--- src/rtl/if_fetch_unit.sv ---
// Instruction-fetch stage: owns the PC and drives a 1-cycle-latency instruction SRAM.
// Presents {pc+4, inst, have_inst} to IF/ID and holds the returned instruction across stalls.
module if_fetch_unit #(
  parameter logic [31:0] RESET_PC = 32'h8000_0000
) (
  input  logic        clk,
  input  logic        rst_n,
  input  logic [1:0]  pipeline_stop_i,
  input  logic [1:0]  pipeline_stop_branch_i,
  input  logic [31:0] branch_target_i,
  output logic        inst_sram_en_o,
  output logic [31:0] inst_sram_addr_o,
  input  logic [31:0] inst_sram_rdata_i,
  output logic [31:0] if_pc4_o,
  output logic [31:0] if_inst_o,
  output logic        if_debug_wb_have_inst
);

  typedef enum logic {BOOT, RUN} state_t;

  state_t      state, state_next;
  logic [31:0] fetch_pc, fetch_pc_next;
  logic [31:0] resp_pc, resp_pc_next;
  logic        resp_valid, resp_valid_next;
  logic [31:0] hold_inst, hold_inst_next;
  logic        hold_valid, hold_valid_next;

  logic        stall;
  logic        redirect;
  logic [31:0] target;

  assign stall    = (pipeline_stop_i != 2'b00);
  assign redirect = (pipeline_stop_branch_i != 2'b00);
  assign target   = {branch_target_i[31:2], 2'b00};

  // NOTE: every output and next-state value gets a default before the case so no latch is inferred.
  always_comb begin
    state_next            = state;
    fetch_pc_next         = fetch_pc;
    resp_pc_next          = resp_pc;
    resp_valid_next       = resp_valid;
    hold_inst_next        = hold_inst;
    hold_valid_next       = hold_valid;
    inst_sram_en_o        = 1'b0;
    inst_sram_addr_o      = fetch_pc;
    if_pc4_o              = 32'h0;
    if_inst_o             = 32'h0;
    if_debug_wb_have_inst = 1'b0;

    unique case (state)
      BOOT: begin
        // State is BOOT throughout reset; gating with rst_n keeps en low while reset is held.
        inst_sram_en_o   = rst_n;
        inst_sram_addr_o = RESET_PC;
        fetch_pc_next    = RESET_PC + 32'd4;
        resp_pc_next     = RESET_PC;
        resp_valid_next  = 1'b1;
        hold_valid_next  = 1'b0;
        state_next       = RUN;
      end

      RUN: begin
        if_pc4_o              = resp_valid ? resp_pc + 32'd4 : 32'h0;
        if_inst_o             = hold_valid ? hold_inst
                              : (resp_valid ? inst_sram_rdata_i : 32'h0);
        if_debug_wb_have_inst = resp_valid & (!redirect | stall);

        if (stall) begin
          // First stall cycle captures the SRAM data; later cycles replay it unchanged.
          if (!hold_valid) begin
            hold_inst_next  = inst_sram_rdata_i;
            hold_valid_next = 1'b1;
          end
        end else if (redirect) begin
          inst_sram_en_o   = 1'b1;
          inst_sram_addr_o = target;
          fetch_pc_next    = target + 32'd4;
          resp_pc_next     = target;
          resp_valid_next  = 1'b1;
          hold_valid_next  = 1'b0;
        end else begin
          inst_sram_en_o   = 1'b1;
          inst_sram_addr_o = fetch_pc;
          fetch_pc_next    = fetch_pc + 32'd4;
          resp_pc_next     = fetch_pc;
          resp_valid_next  = 1'b1;
          hold_valid_next  = 1'b0;
        end
      end

      default: state_next = BOOT;
    endcase
  end

  // NOTE: sequential state uses non-blocking assignments so all registers update together at the edge.
  always_ff @(posedge clk or negedge rst_n) begin
    if (!rst_n) begin
      state      <= BOOT;
      fetch_pc   <= RESET_PC;
      resp_pc    <= 32'h0;
      resp_valid <= 1'b0;
      hold_valid <= 1'b0;
    end else begin
      state      <= state_next;
      fetch_pc   <= fetch_pc_next;
      resp_pc    <= resp_pc_next;
      resp_valid <= resp_valid_next;
      hold_valid <= hold_valid_next;
    end
  end

  // NOTE: hold_inst is pure data qualified by hold_valid, so it carries no reset.
  always_ff @(posedge clk) begin
    hold_inst <= hold_inst_next;
  end

endmodule

--- config.mk ---
export PLATFORM = sky130hd
export DESIGN_NAME = if_fetch_unit
export DESIGN_NICKNAME = d
export VERILOG_FILES = /design/src/rtl/if_fetch_unit.sv
export SDC_FILE = /design/constraint.sdc
export NUM_CORES = 1
export LEC_CHECK = 0
export ABC_CLOCK_PERIOD_IN_PS = 3900
export CAP_MARGIN = 40
export CORE_MARGIN = 2
export CORE_UTILIZATION = 35
export CTS_CLUSTER_DIAMETER = 50
export DETAILED_ROUTE_END_ITERATION = 8
export SETUP_SLACK_MARGIN = 0.5
export SYNTH_ARGS = -nofsm -noshare
export SYNTH_HDL_FRONTEND = slang
export SYNTH_SLANG_ARGS = --single-unit
--- constraint.sdc ---
create_clock -name clk -period 3.9 [get_ports clk]
set_clock_uncertainty 0.2 [all_clocks]
set_input_delay 0.39 -clock clk [delete_from_list [all_inputs] [get_ports clk]]
set_output_delay 0.39 -clock clk [all_outputs]
set_load 0.05 [all_outputs]
==> results of run 1 <==
-- state kept, by name, indices dropped and copies added (netlist names) --
| name | flops |
|---|---|
| hold_inst | 32 |
| fetch_pc | 30 |
| resp_pc | 30 |
| hold_valid | 1 |
| resp_valid | 1 |
| state | 1 |
-- area by class of cell --
cell class / count / area, sq um / share of cell area (%)
inverters: 13 / 48.8 / 0.538
multi-input cells: 666 / 4050 / 44.7
clock buffers: 9 / 225 / 2.48
diodes: 1 / 2.50 / 0.0276
repair buffers: 189 / 1790 / 19.7
clock inverters: 7 / 86.3 / 0.952
flip-flops and latches: 95 / 2540 / 28.0
well taps: 265 / 332 / 3.66
-- stage by stage --
step / power, mW / setup slack (ns) / std cells
after floorplan: 1.64 / 0.841 / 844
after global placement: 1.95 / 0.438 / 1224
after detailed placement: 1.96 / 0.390 / 1226
after CTS: 2.92 / 0.595 / 1243
after global routing: 3.02 / 0.526 / 1245
final: 2.90 / 0.717 / 1245
-- placed cells by master, fill, tap and decap left out, drive strengths merged, types with 11 or more instances in the layout --
| master | Yosys | routed |
|---|---|---|
| a21oi | 50 | 50 |
| nor2 | 99 | 99 |
| clkdlybuf4s50 | 0 | 99 |
| mux2i | 11 | 11 |
| buf | 30 | 89 |
| inv | 13 | 17 |
| edfxtp | 32 | 32 |
| a31oi | 19 | 19 |
| nand2 | 139 | 139 |
| dfrtp | 62 | 62 |
| xnor2 | 18 | 18 |
| nand4 | 11 | 11 |
| nor3 | 14 | 14 |
| o211ai | 25 | 25 |
| nand4bb | 15 | 15 |
| o21ai | 48 | 48 |
| nand3 | 36 | 36 |
| a22oi | 39 | 39 |
-- per-layer routing --
| metal | GRT usage, % | wire length [um] | up-vias |
|---|---|---|---|
| li1 | - | - | 3385 |
| met1 | 32.8 | 11200 | 3354 |
| met2 | 32.5 | 10500 | 239 |
| met3 | 3.24 | 1370 | 14 |
| met4 | 6.08 | 279 | 0 |
| met5 | 0 | 0 | - |
-- how the worst min path moves through the flow --
stage,from,endpoint,slack (ns),cells past startpoint
after floorplan,rst_n,fetch_pc[10]$_DFFE_PN0N_,-0.11,0
after global placement,rst_n,resp_pc[12]$_DFFE_PN0N_,0.20,1
after detailed placement,rst_n,resp_pc[12]$_DFFE_PN0N_,0.20,1
after CTS,fetch_pc[30]$_DFFE_PN0N_,fetch_pc[30]$_DFFE_PN0N_,0.33,2
after global routing,fetch_pc[30]$_DFFE_PN0N_,fetch_pc[30]$_DFFE_PN0N_,0.37,2
final,fetch_pc[30]$_DFFE_PN0N_,fetch_pc[30]$_DFFE_PN0N_,0.33,2
-- kinds of logic after synthesis --
| logic type | Yosys count | synth area share (%) |
|---|---|---|
| mux | 16 | 2.39 |
| other cells | 2 | 0.108 |
| flops | 95 | 36.4 |
| fa+ha+maj | 2 | 0.359 |
| buf+inv | 83 | 6.07 |
| xor+xnor | 21 | 2.64 |
| simple gates | 378 | 27.6 |
| compound gates | 244 | 24.4 |
-- repair_timing --
action,CTS,global route
hold buffers,1,0
resized for setup,0,1
endpoints found under the hold margin,19,0
setup endpoints to repair,0,4
setup buffers,0,1
-- tightest hold or removal path: stages (launching register included) --
cell,delay (ns)
dfrtp_1,0.37
nand2_1,0.06
nand3_1,0.07
-- power groups by stage --
| stage | clock [mW] | sequential (mW) | combinational, mW |
|---|---|---|---|
| floorplan | 0 | 1.15 | 0.495 |
| global placement | 0 | 1.17 | 0.775 |
| detailed placement | 0 | 1.17 | 0.784 |
| CTS | 0.977 | 1.15 | 0.787 |
| global route | 1.02 | 1.16 | 0.839 |
| finish | 0.958 | 1.15 | 0.783 |
==> out/qor.csv, run 1 <==
stage;metric;value;unit
setup_path;WP buf/inv;3;
routing;initial drt markers;523;
yosys;share of the synthesized area in the top cell type;22.3;%
power_and_ir_drop;combinational power share;27.1;%
setup_path;Slowest cell on crit path;clkdlybuf4s50_1;
worst_hold_path;Hold Path Class;register to register;
setup_path;worst stage delay on the critical path;0.62;ns
yosys;count of different cell masters after synthesis;80;
place;dpl hpwl;16600;um
final_layout;layout cells sized above 1;14.7;%
yosys;yosys warns;0;
yosys;register bit total from synthesis;95;
sta;max_slew headroom;56.4;%
power_and_ir_drop;net switching power;1.01;mW
routing;post-route ant nets;0;
setup_path;Worst R2R Path Depth;7;
floorplanning;core area;0.0195;sq mm
sta;Hold WS;0.328;ns
clock_tree;worst-case clock buffer depth;2;
routing;Total Routed Length;23300;um
setup_path;worst r2r src;fetch_pc[3]$_DFFE_PN0N_;
power_and_ir_drop;Max rail drop VDD;0.203;mV
setup_path;RR Endpoint;fetch_pc[14]$_DFFE_PN0N_;
global_routing;GR Overflow Total;0;
clock_tree;CTS Root Cell;clkbuf_16;
final_layout;Finished Cell Area;0.00907;sq mm
yosys;number of enable flip-flop cells after synthesis;32;
setup_path;nature of the critical path startpoint;input pin;
clock_tree;clock-pin slew on the worst setup and hold paths;0.07;ns
final_layout;# fillers;1980;
sta;crit path time final;3.18;ns
setup_path;Worst R2R Setup Slack;1.00;ns
power_and_ir_drop;LEAKAGE;3.48;nW
run_status;outcome;complete, no violations;
power_and_ir_drop;part of the power in the clock network;33.1;%
place;Final GP Congestion;0.838;
floorplanning;row count;51;
sta;Max Slew Vio Count;0;
global_routing;vias in the first global route;6431;
setup_path;CP required;3.31;ns
power_and_ir_drop;Power Density;319;mW/mm^2
routing;DR vias/cell;5.62;
sta;fin crit share;81.6;%
setup_path;worst path arrival time;2.59;ns
sta;RSZ-0062 raised after global routing;false;
routing;routed via count;6992;
yosys;asr flop ratio synth;66.3;%
routing;residual DRC count;0;
yosys;prevailing post-synth register cell;dfrtp_1;
clock_tree;H-tree depth;3;
sta;fmax;314;MHz
yosys;syn avg cell area;8.29;sq um
clock_tree;TritonCTS buffer count;9;
power_and_ir_drop;Pint;1.88;mW
floorplanning;die height;145;um
yosys;Post-Synthesis Cell Area;0.00697;sq mm
setup_path;CP Capture Type;output port;
routing;TritonRoute pass-1 iters;5;
power_and_ir_drop;switch share;34.9;%
yosys;most frequent cells after synthesis;nand2_1, nor2_1, dfrtp_1;
sta;worst-margin pin slew;0.653;ns
place;port bufs;161;
floorplanning;Die W;145;um
setup_path;cell depth of the worst setup path;7;
clock_tree;clk_lat worst skew;0.36;ns
global_routing;largest net degree at the start of global routing;55;
clock_tree;Num Clock Sinks;95;
floorplanning;area of the die;0.0211;sq mm
clock_tree;CTS tree;yes;
sta;final hold violations;0;
global_routing;Total Routing Usage GR;21.8;%
sta;Setup TNS Final;0;ns
setup_path;CP endpoint;inst_sram_addr_o[26];
final_layout;fin nets;1046;
floorplanning;I/O pin count;168;
setup_path;worst-path fanout max;35;
yosys;synth top area cells;dfrtp_1, edfxtp_1, nand2_1;
sta;Final setup viols;0;
floorplanning;Initial Utilization;35.7;%
setup_path;delay-heaviest family, CP;buffers and inverters;
global_routing;first-pass GRT wire length;37000;um
final_layout;Layout area overhead;30.1;%
setup_path;crit path kind;input pin to output port;
power_and_ir_drop;Seq pwr share;39.9;%
setup_path;CP Cell Sequence;clkdlybuf4s50_1, or2_1, buf_4, mux2i_1, a21oi_1, o21a_1, buf_12;
global_routing;antenna violations before repair;1;
final_layout;Finished Core Util;46.5;%
flow_run;max cap viols;0;
setup_path;CP Launch Point;pipeline_stop_branch_i[1];
routing;DR WL/cell;18.7;um
yosys;register area share after synthesis;36.4;%
yosys;count leader, synth;nand2_1;
place;Area after DPL;0.00873;sq mm
yosys;Post-Synthesis Cells;841;
yosys;Synth area leader;dfrtp_1;
(Power assumes the default switching activity.)
==> inputs of run 2 (changes only) <==
- ABC_CLOCK_PERIOD_IN_PS: 3900 -> 2940
- clock period: 3.9 -> 2.94 ns (I/O delays scaled with it)
==> run 2 against run 1 <==
Hold slack got worse by 0.0032 ns. Critical path depth decreased by 1. Sequential cell count stayed put. Sequential share of layout area decreased by 4.7 points. Critical endpoint is now if_pc4_o[16].
==> out/qor.csv, run 2 (same netlist as run 1, synthesis figures left out) <==
stage;metric;value;unit
run_status;outcome;complete, no violations;
setup_path;nature of the critical path startpoint;register;
global_routing;antenna violations before repair;0;
global_routing;Total Routing Usage GR;23.5;%
sta;Setup TNS Final;0;ns
place;dpl hpwl;17600;um
final_layout;Layout area overhead;56.7;%
final_layout;# fillers;1791;
routing;DR vias/cell;5.62;
clock_tree;CTS tree;yes;
flow_run;max cap viols;0;
setup_path;CP required;2.45;ns
setup_path;crit path kind;register to output port;
final_layout;Reg with most FFs;hold_inst;
final_layout;biggest regs;hold_inst (32), fetch_pc (30), resp_pc (30);
final_layout;Largest register FFs;32;
clock_tree;worst-case clock buffer depth;2;
place;Final GP Congestion;0.872;
routing;DR WL/cell;19.3;um
final_layout;layout cells sized above 1;31.2;%
final_layout;commonest non-fill, non-tap cell in the layout;nand2_1;
sta;Max Slew Vio Count;0;
floorplanning;row count;51;
place;port bufs;161;
global_routing;largest net degree at the start of global routing;72;
floorplanning;die height;145;um
final_layout;most frequent cells in the layout;nand2_1, buf_4, nor2_1;
sta;Final setup viols;0;
floorplanning;I/O pin count;168;
sta;crit path time final;2.60;ns
setup_path;worst path arrival time;2.11;ns
global_routing;first-pass GRT wire length;40000;um
routing;initial drt markers;601;
routing;post-route ant nets;0;
worst_hold_path;Hold Path Class;input pin to register;
power_and_ir_drop;Max rail drop VDD;0.267;mV
clock_tree;TritonCTS buffer count;9;
setup_path;CP Capture Type;output port;
floorplanning;Die W;145;um
sta;fmax;385;MHz
power_and_ir_drop;Power Total;4.04;mW
sta;max_slew headroom;65.2;%
final_layout;fin nets;1114;
sta;fin crit share;88.4;%
clock_tree;clock-pin slew on the worst setup and hold paths;0.07;ns
power_and_ir_drop;Power Density;370;mW/mm^2
power_and_ir_drop;LEAKAGE;4.29;nW
routing;residual DRC count;0;
routing;Total Routed Length;25300;um
clock_tree;Num Clock Sinks;95;
global_routing;vias in the first global route;7004;
floorplanning;Initial Utilization;35.7;%
sta;worst-margin pin slew;0.507;ns
clock_tree;CTS Root Cell;clkbuf_16;
routing;TritonRoute pass-1 iters;6;
routing;routed via count;7376;
clock_tree;H-tree depth;3;
sta;final hold violations;0;
setup_path;worst-path fanout max;6;
floorplanning;core area;0.0195;sq mm
clock_tree;clk_lat worst skew;0.35;ns
final_layout;Ant. Diodes;0;
sta;RSZ-0062 raised after global routing;true;
floorplanning;area of the die;0.0211;sq mm
global_routing;GR Overflow Total;0;
run 2: changes by cell type in the layout (fill, tap and decap cells not counted), sizes merged:
cell and change:
clkinv +2, clkbuf +5, clkdlybuf4s50 -37, diode -1
clkinvlp +1, dlymetal6s2s +2, inv -4, buf +99
run 2: metrics by stage:
stage / hold slack, ns / std cells / util (%) / area [sq um] / setup WS (ns)
6_report: 0.324 / 1312 / 55.9 / 10900 / 0.340
5_1_grt: 0.310 / 1312 / 55.9 / 10900 / 0.306
4_1_cts: 0.306 / 1298 / 54.6 / 10700 / 0.397
3_5_place_dp: 0.246 / 1267 / 51.5 / 10100 / -0.0617
3_3_place_gp: 0.244 / 1267 / 51.5 / 10100 / -0.0466
2_1_floorplan: -0.202 / 844 / - / 7370 / 0.337
run 2: area by class of cell:
cell class              instances  area, sq um  area share [%]
multi-input cells             666         4600            42.2
well taps                     265          332            3.04
clock inverters                 6         71.3           0.653
repair buffers                257         3090            28.3
inverters                      13         53.8           0.493
flip-flops and latches         95         2540            23.3
clock buffers                  10          229            2.10
run 2: critical path, stage by stage (launching register included):
cell     delay (ns)
dfrtp_1        0.42
and4_4         0.28
nand4_1        0.14
buf_6          0.19
or3_4          0.38
a21oi_4        0.19
buf_12         0.15
run 2: repair_timing:
item                       in CTS  in global routing
gates resized for setup        46                 38
setup endpoints to repair      78                 86
buffers inserted               13                 11
pin swaps                      17                 19
hold buffers                    1                  0
gates cloned                    1                  3
hold endpoints to repair       62                  0
run 2: metal layers:
metal	routed length, um	track usage [%]	up-vias
met5	0	0	-
met4	317	5.34	0
met3	1610	3.65	21
met2	11700	36.1	275
met1	11700	34.7	3564
li1	-	-	3516
run 2: report_power, final:
group / leakage [nW] / total [mW] / switching, mW / internal, mW
sequential: 1.12 / 1.52 / 0.0728 / 1.45
clock: 0.139 / 1.21 / 0.542 / 0.665
combinational: 3.02 / 1.32 / 0.769 / 0.547
run 2: worst paths after layout:
check	start	endpoint	slack [ns]	cells after the start
max	resp_pc[11]$_DFFE_PN0N_	if_pc4_o[16]	0.34	6
min	inst_sram_rdata_i[14]	hold_inst[14]$_DFFE_PP_	0.32	1
max reg2reg	fetch_pc[3]$_DFFE_PN0N_	fetch_pc[24]$_DFFE_PN0N_	0.62	7
min reg2reg	fetch_pc[30]$_DFFE_PN0N_	fetch_pc[30]$_DFFE_PN0N_	0.33	2
max in group asynchronous	rst_n	fetch_pc[31]$_DFFE_PN1N_	1.80	3
min in group asynchronous	rst_n	fetch_pc[10]$_DFFE_PN0N_	0.38	3
==> edit 1, RTL diff (settings of run 1) <==
Register the output `if_pc4_o`, cleared by the reset; this adds one clock of latency there. The other outputs are not delayed to match.
--- a/src/rtl/if_fetch_unit.sv
+++ b/src/rtl/if_fetch_unit.sv
@@ -17,6 +17,8 @@
 );
 
   typedef enum logic {BOOT, RUN} state_t;
+
+  logic [31:0] if_pc4_d;
 
   state_t      state, state_next;
   logic [31:0] fetch_pc, fetch_pc_next;
@@ -43,7 +45,7 @@
     hold_valid_next       = hold_valid;
     inst_sram_en_o        = 1'b0;
     inst_sram_addr_o      = fetch_pc;
-    if_pc4_o              = 32'h0;
+    if_pc4_d              = 32'h0;
     if_inst_o             = 32'h0;
     if_debug_wb_have_inst = 1'b0;
 
@@ -60,7 +62,7 @@
       end
 
       RUN: begin
-        if_pc4_o              = resp_valid ? resp_pc + 32'd4 : 32'h0;
+        if_pc4_d              = resp_valid ? resp_pc + 32'd4 : 32'h0;
         if_inst_o             = hold_valid ? hold_inst
                               : (resp_valid ? inst_sram_rdata_i : 32'h0);
         if_debug_wb_have_inst = resp_valid & (!redirect | stall);
@@ -114,5 +116,13 @@
     hold_inst <= hold_inst_next;
   end
 
+  always_ff @(posedge clk or negedge rst_n) begin
+    if (!rst_n) begin
+      if_pc4_o <= '0;
+    end else begin
+      if_pc4_o <= if_pc4_d;
+    end
+  end
+
 endmodule
 
Formal check against the unedited RTL: not equivalent (Yosys sat finds a counterexample within 4 cycles, from zero or initial values and one cycle with rst_n low).
==> edit 1 against run 1 <==
Synthesized area up 5.2%. Setup slack worse by 0.082 ns. Utilization up 2.1 points. Sequential cell count up 30. Routed wire length up 2.3%. Combinational power down 1%. Power up 32%. Final area up 9.3%. Highest routed layer unchanged.
==> edit 1: results (changes against run 1) <==
stage,metric,value,unit,change
worst_hold_path,hold_class,primary input to asynchronous set/reset pin,,was flip-flop to flip-flop
synthesis,synthXorXnorAreaFrac,3.34,%,was 2.64%
global_routing,met1_usage,31.7,%,was 32.8%
synthesis,netlist_instances,822,,was 841
critical_path,r2r-end,fetch_pc[20]$_DFFE_PN0N_,,was fetch_pc[14]$_DFFE_PN0N_
critical_path,cpPeakStageDelay,0.64,ns,was 0.62 ns
synthesis,async_flop_share,74.4,%,was 66.3%
critical_path,r2r_slack,1.22,ns,was 1.00 ns
synthesis,synth_adder_area_share,0.341,%,was 0.359%
outcome,outcome,"complete, no violations",,unchanged
timing,slew_headroom,45.7,%,was 56.4%
finish,num-nets-final,1044,,was 1046
global_routing,grt_use_total,21.7,%,was 21.8%
synthesis,synth.top_cells.by_count,"nand2_1, dfrtp_1, nor2_1",,"was nand2_1, nor2_1, dfrtp_1"
synthesis,yosysSeqAreaShare,44.8,%,was 36.4%
global_routing,grt_pass1_wl,37.1,mm,was 37.0 mm
global_routing,met2_usage,32.7,%,was 32.5%
place,hpwl,16.9,mm,was 16.6 mm
place,place_area,9320,um2,was 8730 um2
power_and_ir_drop,peakVddDrop,0.256,mV,was 0.203 mV
global_routing,grt_max_degree,64,,was 55
route,wl_met3,1.45,mm,was 1.37 mm
power_and_ir_drop,cellLeakagePower,3.91,nW,was 3.48 nW
clock_network,worstSkewPairLatency,0.42,ns,was 0.36 ns
global_routing,grt_pass1_vias,6505,,was 6431
route,num_vias,7047,,was 6992
clock_network,path_clk_slew,0.05,ns,was 0.07 ns
finish,nFillCells,1977,,was 1980
global_routing,met3_usage,3.61,%,was 3.24%
route,met2_wirelength,10.7,mm,was 10.5 mm
clock_network,cts_buffers,17,,was 9
critical_path,cp.depth,8,,was 7
place,placed_cells,1222,,was 1226
global_routing,antenna_found_initial,0,,was 1
synthesis,ys_types,73,,was 80
synthesis,synthMuxAreaShare,1.96,%,was 2.39%
critical_path,crit_path_max_fanout,18,,was 35
finish,antennaDiodeCount,0,,was 1
synthesis,synthTopCellsByArea,"dfrtp_1, edfxtp_1, nand2_1",,unchanged
timing,whs,0.262,ns,was 0.328 ns
clock_network,cts_max_level,4,,was 3
==> edit 1: area by class of cell <==
type                    count  share of cell area (%)
repair buffers            197                    19.4
multi-input cells         626                    38.0
clock buffers              24                    5.09
clock inverters             8                   0.782
inverters                   5                   0.189
flip-flops and latches    125                    33.2
well taps                 270                    3.41
==> edit 1: how the worst max path moves through the flow <==
stage	start	endpoint
2_1_floorplan	pipeline_stop_branch_i[1]	fetch_pc[24]$_DFFE_PN0N_
3_3_place_gp	pipeline_stop_branch_i[1]	fetch_pc[28]$_DFFE_PN0N_
3_5_place_dp	pipeline_stop_branch_i[1]	fetch_pc[28]$_DFFE_PN0N_
4_1_cts	pipeline_stop_branch_i[1]	inst_sram_addr_o[14]
5_1_grt	pipeline_stop_branch_i[1]	inst_sram_addr_o[15]
6_report	pipeline_stop_branch_i[1]	inst_sram_addr_o[25]
==> edit 1: power breakdown <==
| group | switching (mW) | internal, mW |
|---|---|---|
| registers | 0.0618 | 1.41 |
| clock network | 0.598 | 0.970 |
| logic | 0.497 | 0.278 |
==> edit 2, RTL diff (settings of run 1) <==
Made on the original files. Set the parameter `RESET_PC` to 32'h60000000 (it was 32'h8000_0000).
--- a/src/rtl/if_fetch_unit.sv
+++ b/src/rtl/if_fetch_unit.sv
@@ -1,7 +1,7 @@
 // Instruction-fetch stage: owns the PC and drives a 1-cycle-latency instruction SRAM.
 // Presents {pc+4, inst, have_inst} to IF/ID and holds the returned instruction across stalls.
 module if_fetch_unit #(
-  parameter logic [31:0] RESET_PC = 32'h8000_0000
+  parameter logic [31:0] RESET_PC = 32'h60000000
 ) (
   input  logic        clk,
   input  logic        rst_n,
Behaviour: not the same (Yosys sat finds a counterexample within 4 cycles, from zero or initial values and one cycle with rst_n low).
==> edit 2 against run 1 <==
Sequential share of layout area rose by 0.72 points. Via count shrank 13%. Sequential cell count stayed put. Final area down 2.5%. Critical path type is now flip-flop to output port. Routed wire length is 12% lower. Largest power group unchanged. Synthesized area fell by 10%. Power fell by 6.7%. Cell count down 12%. Fmax down 0.81%. Setup slack worse by 0.026 ns. Non-clock buffer count is 7 higher.
==> edit 2: results (changes against run 1) <==
stage,metric,value,unit,change
place,gp_congestion,0.885,,was 0.838
outcome,outcome,"complete, no violations",,unchanged
global_routing,antenna_found_initial,0,,was 1
critical_path,cpPeakStageDelay,0.81,ns,was 0.62 ns
worst_hold_path,hp-start,fetch_pc[9]$_DFFE_PN0N_,,was fetch_pc[30]$_DFFE_PN0N_
critical_path,crit_path_max_fanout,7,,was 35
finish,clock_cell_area_share,3.21,%,was 3.43%
power_and_ir_drop,cellLeakagePower,3.58,nW,was 3.48 nW
clock_network,cts_resized,16,,was 0
synthesis,ys_types,54,,was 80
critical_path,r2r.worst_path.cells,10,,was 7
place,hpwl,14.7,mm,was 16.6 mm
finish,nFillCells,1623,,was 1980
finish,antennaDiodeCount,0,,was 1
finish,multi_input_area_share,39.9,%,was 44.7%
finish,signal_buffer_area_fraction,24.9,%,was 19.7%
finish,inverters,3,,was 13
timing,max_freq,0.312,GHz,was 0.314 GHz
finish,drive_gt1_share,12.0,%,was 14.7%
timing,tightest_slew,0.661,ns,was 0.653 ns
route,met2_wirelength,9.40,mm,was 10.5 mm
route,wl_met1,9.34,mm,was 11.2 mm
critical_path,arrival,2.62,ns,was 2.59 ns
finish,nNonClkBuffers,196,,was 189
synthesis,synthTopCellsByArea,"dfrtp_1, edfxtp_1, o21ai_0",,"was dfrtp_1, edfxtp_1, nand2_1"
place,place_area,8560,um2,was 8730 um2
worst_hold_path,holdPathEnd,fetch_pc[9]$_DFFE_PN0N_,,was fetch_pc[30]$_DFFE_PN0N_
power_and_ir_drop,pwr-share-clk,31.7,%,was 33.1%
finish,num-nets-final,932,,was 1046
global_routing,met3_usage,3.09,%,was 3.24%
critical_path,cp-startpoint,resp_pc[2]$_DFFE_PN0N_,,was pipeline_stop_branch_i[1]
critical_path,r2r-end,fetch_pc[28]$_DFFE_PN0N_,,was fetch_pc[14]$_DFFE_PN0N_
## edit 2: cell types whose count changed after synthesis, moves of 19 or more
cell / change
nor2b_1: +30
nand2_1: -54
a21oi_1: -30
nor2_1: -44
xor2_1: +35
o21ai_0: +25
a22o_1: +19
mux2i_1: +20
## edit 2: cell families (layout without fill, tap and decap cells)
logic type	Yosys count	after routing	synth area share (%)
compound gates	195	195	20.6
flops	95	95	40.6
mux	31	31	4.96
simple gates	271	271	22.4
buf+inv	55	215	3.78
fa+ha+maj	2	2	0.400
other cells	2	5	0.120
xor+xnor	51	51	7.13
## edit 2: per-stage QoR
step / hold WS, ns / total power, mW / std cells
floorplan: -0.106 / 1.53 / 705
global placement: 0.258 / 1.85 / 1071
detailed placement: 0.196 / 1.87 / 1073
CTS: 0.290 / 2.72 / 1090
global route: 0.311 / 2.80 / 1090
finish: 0.287 / 2.70 / 1090
## edit 2: worst min-delay path, delay by kind of cell, from the launching register on
family	cells	cell delay [ns]
DFF	1	0.35
and+or+nand+nor	2	0.11
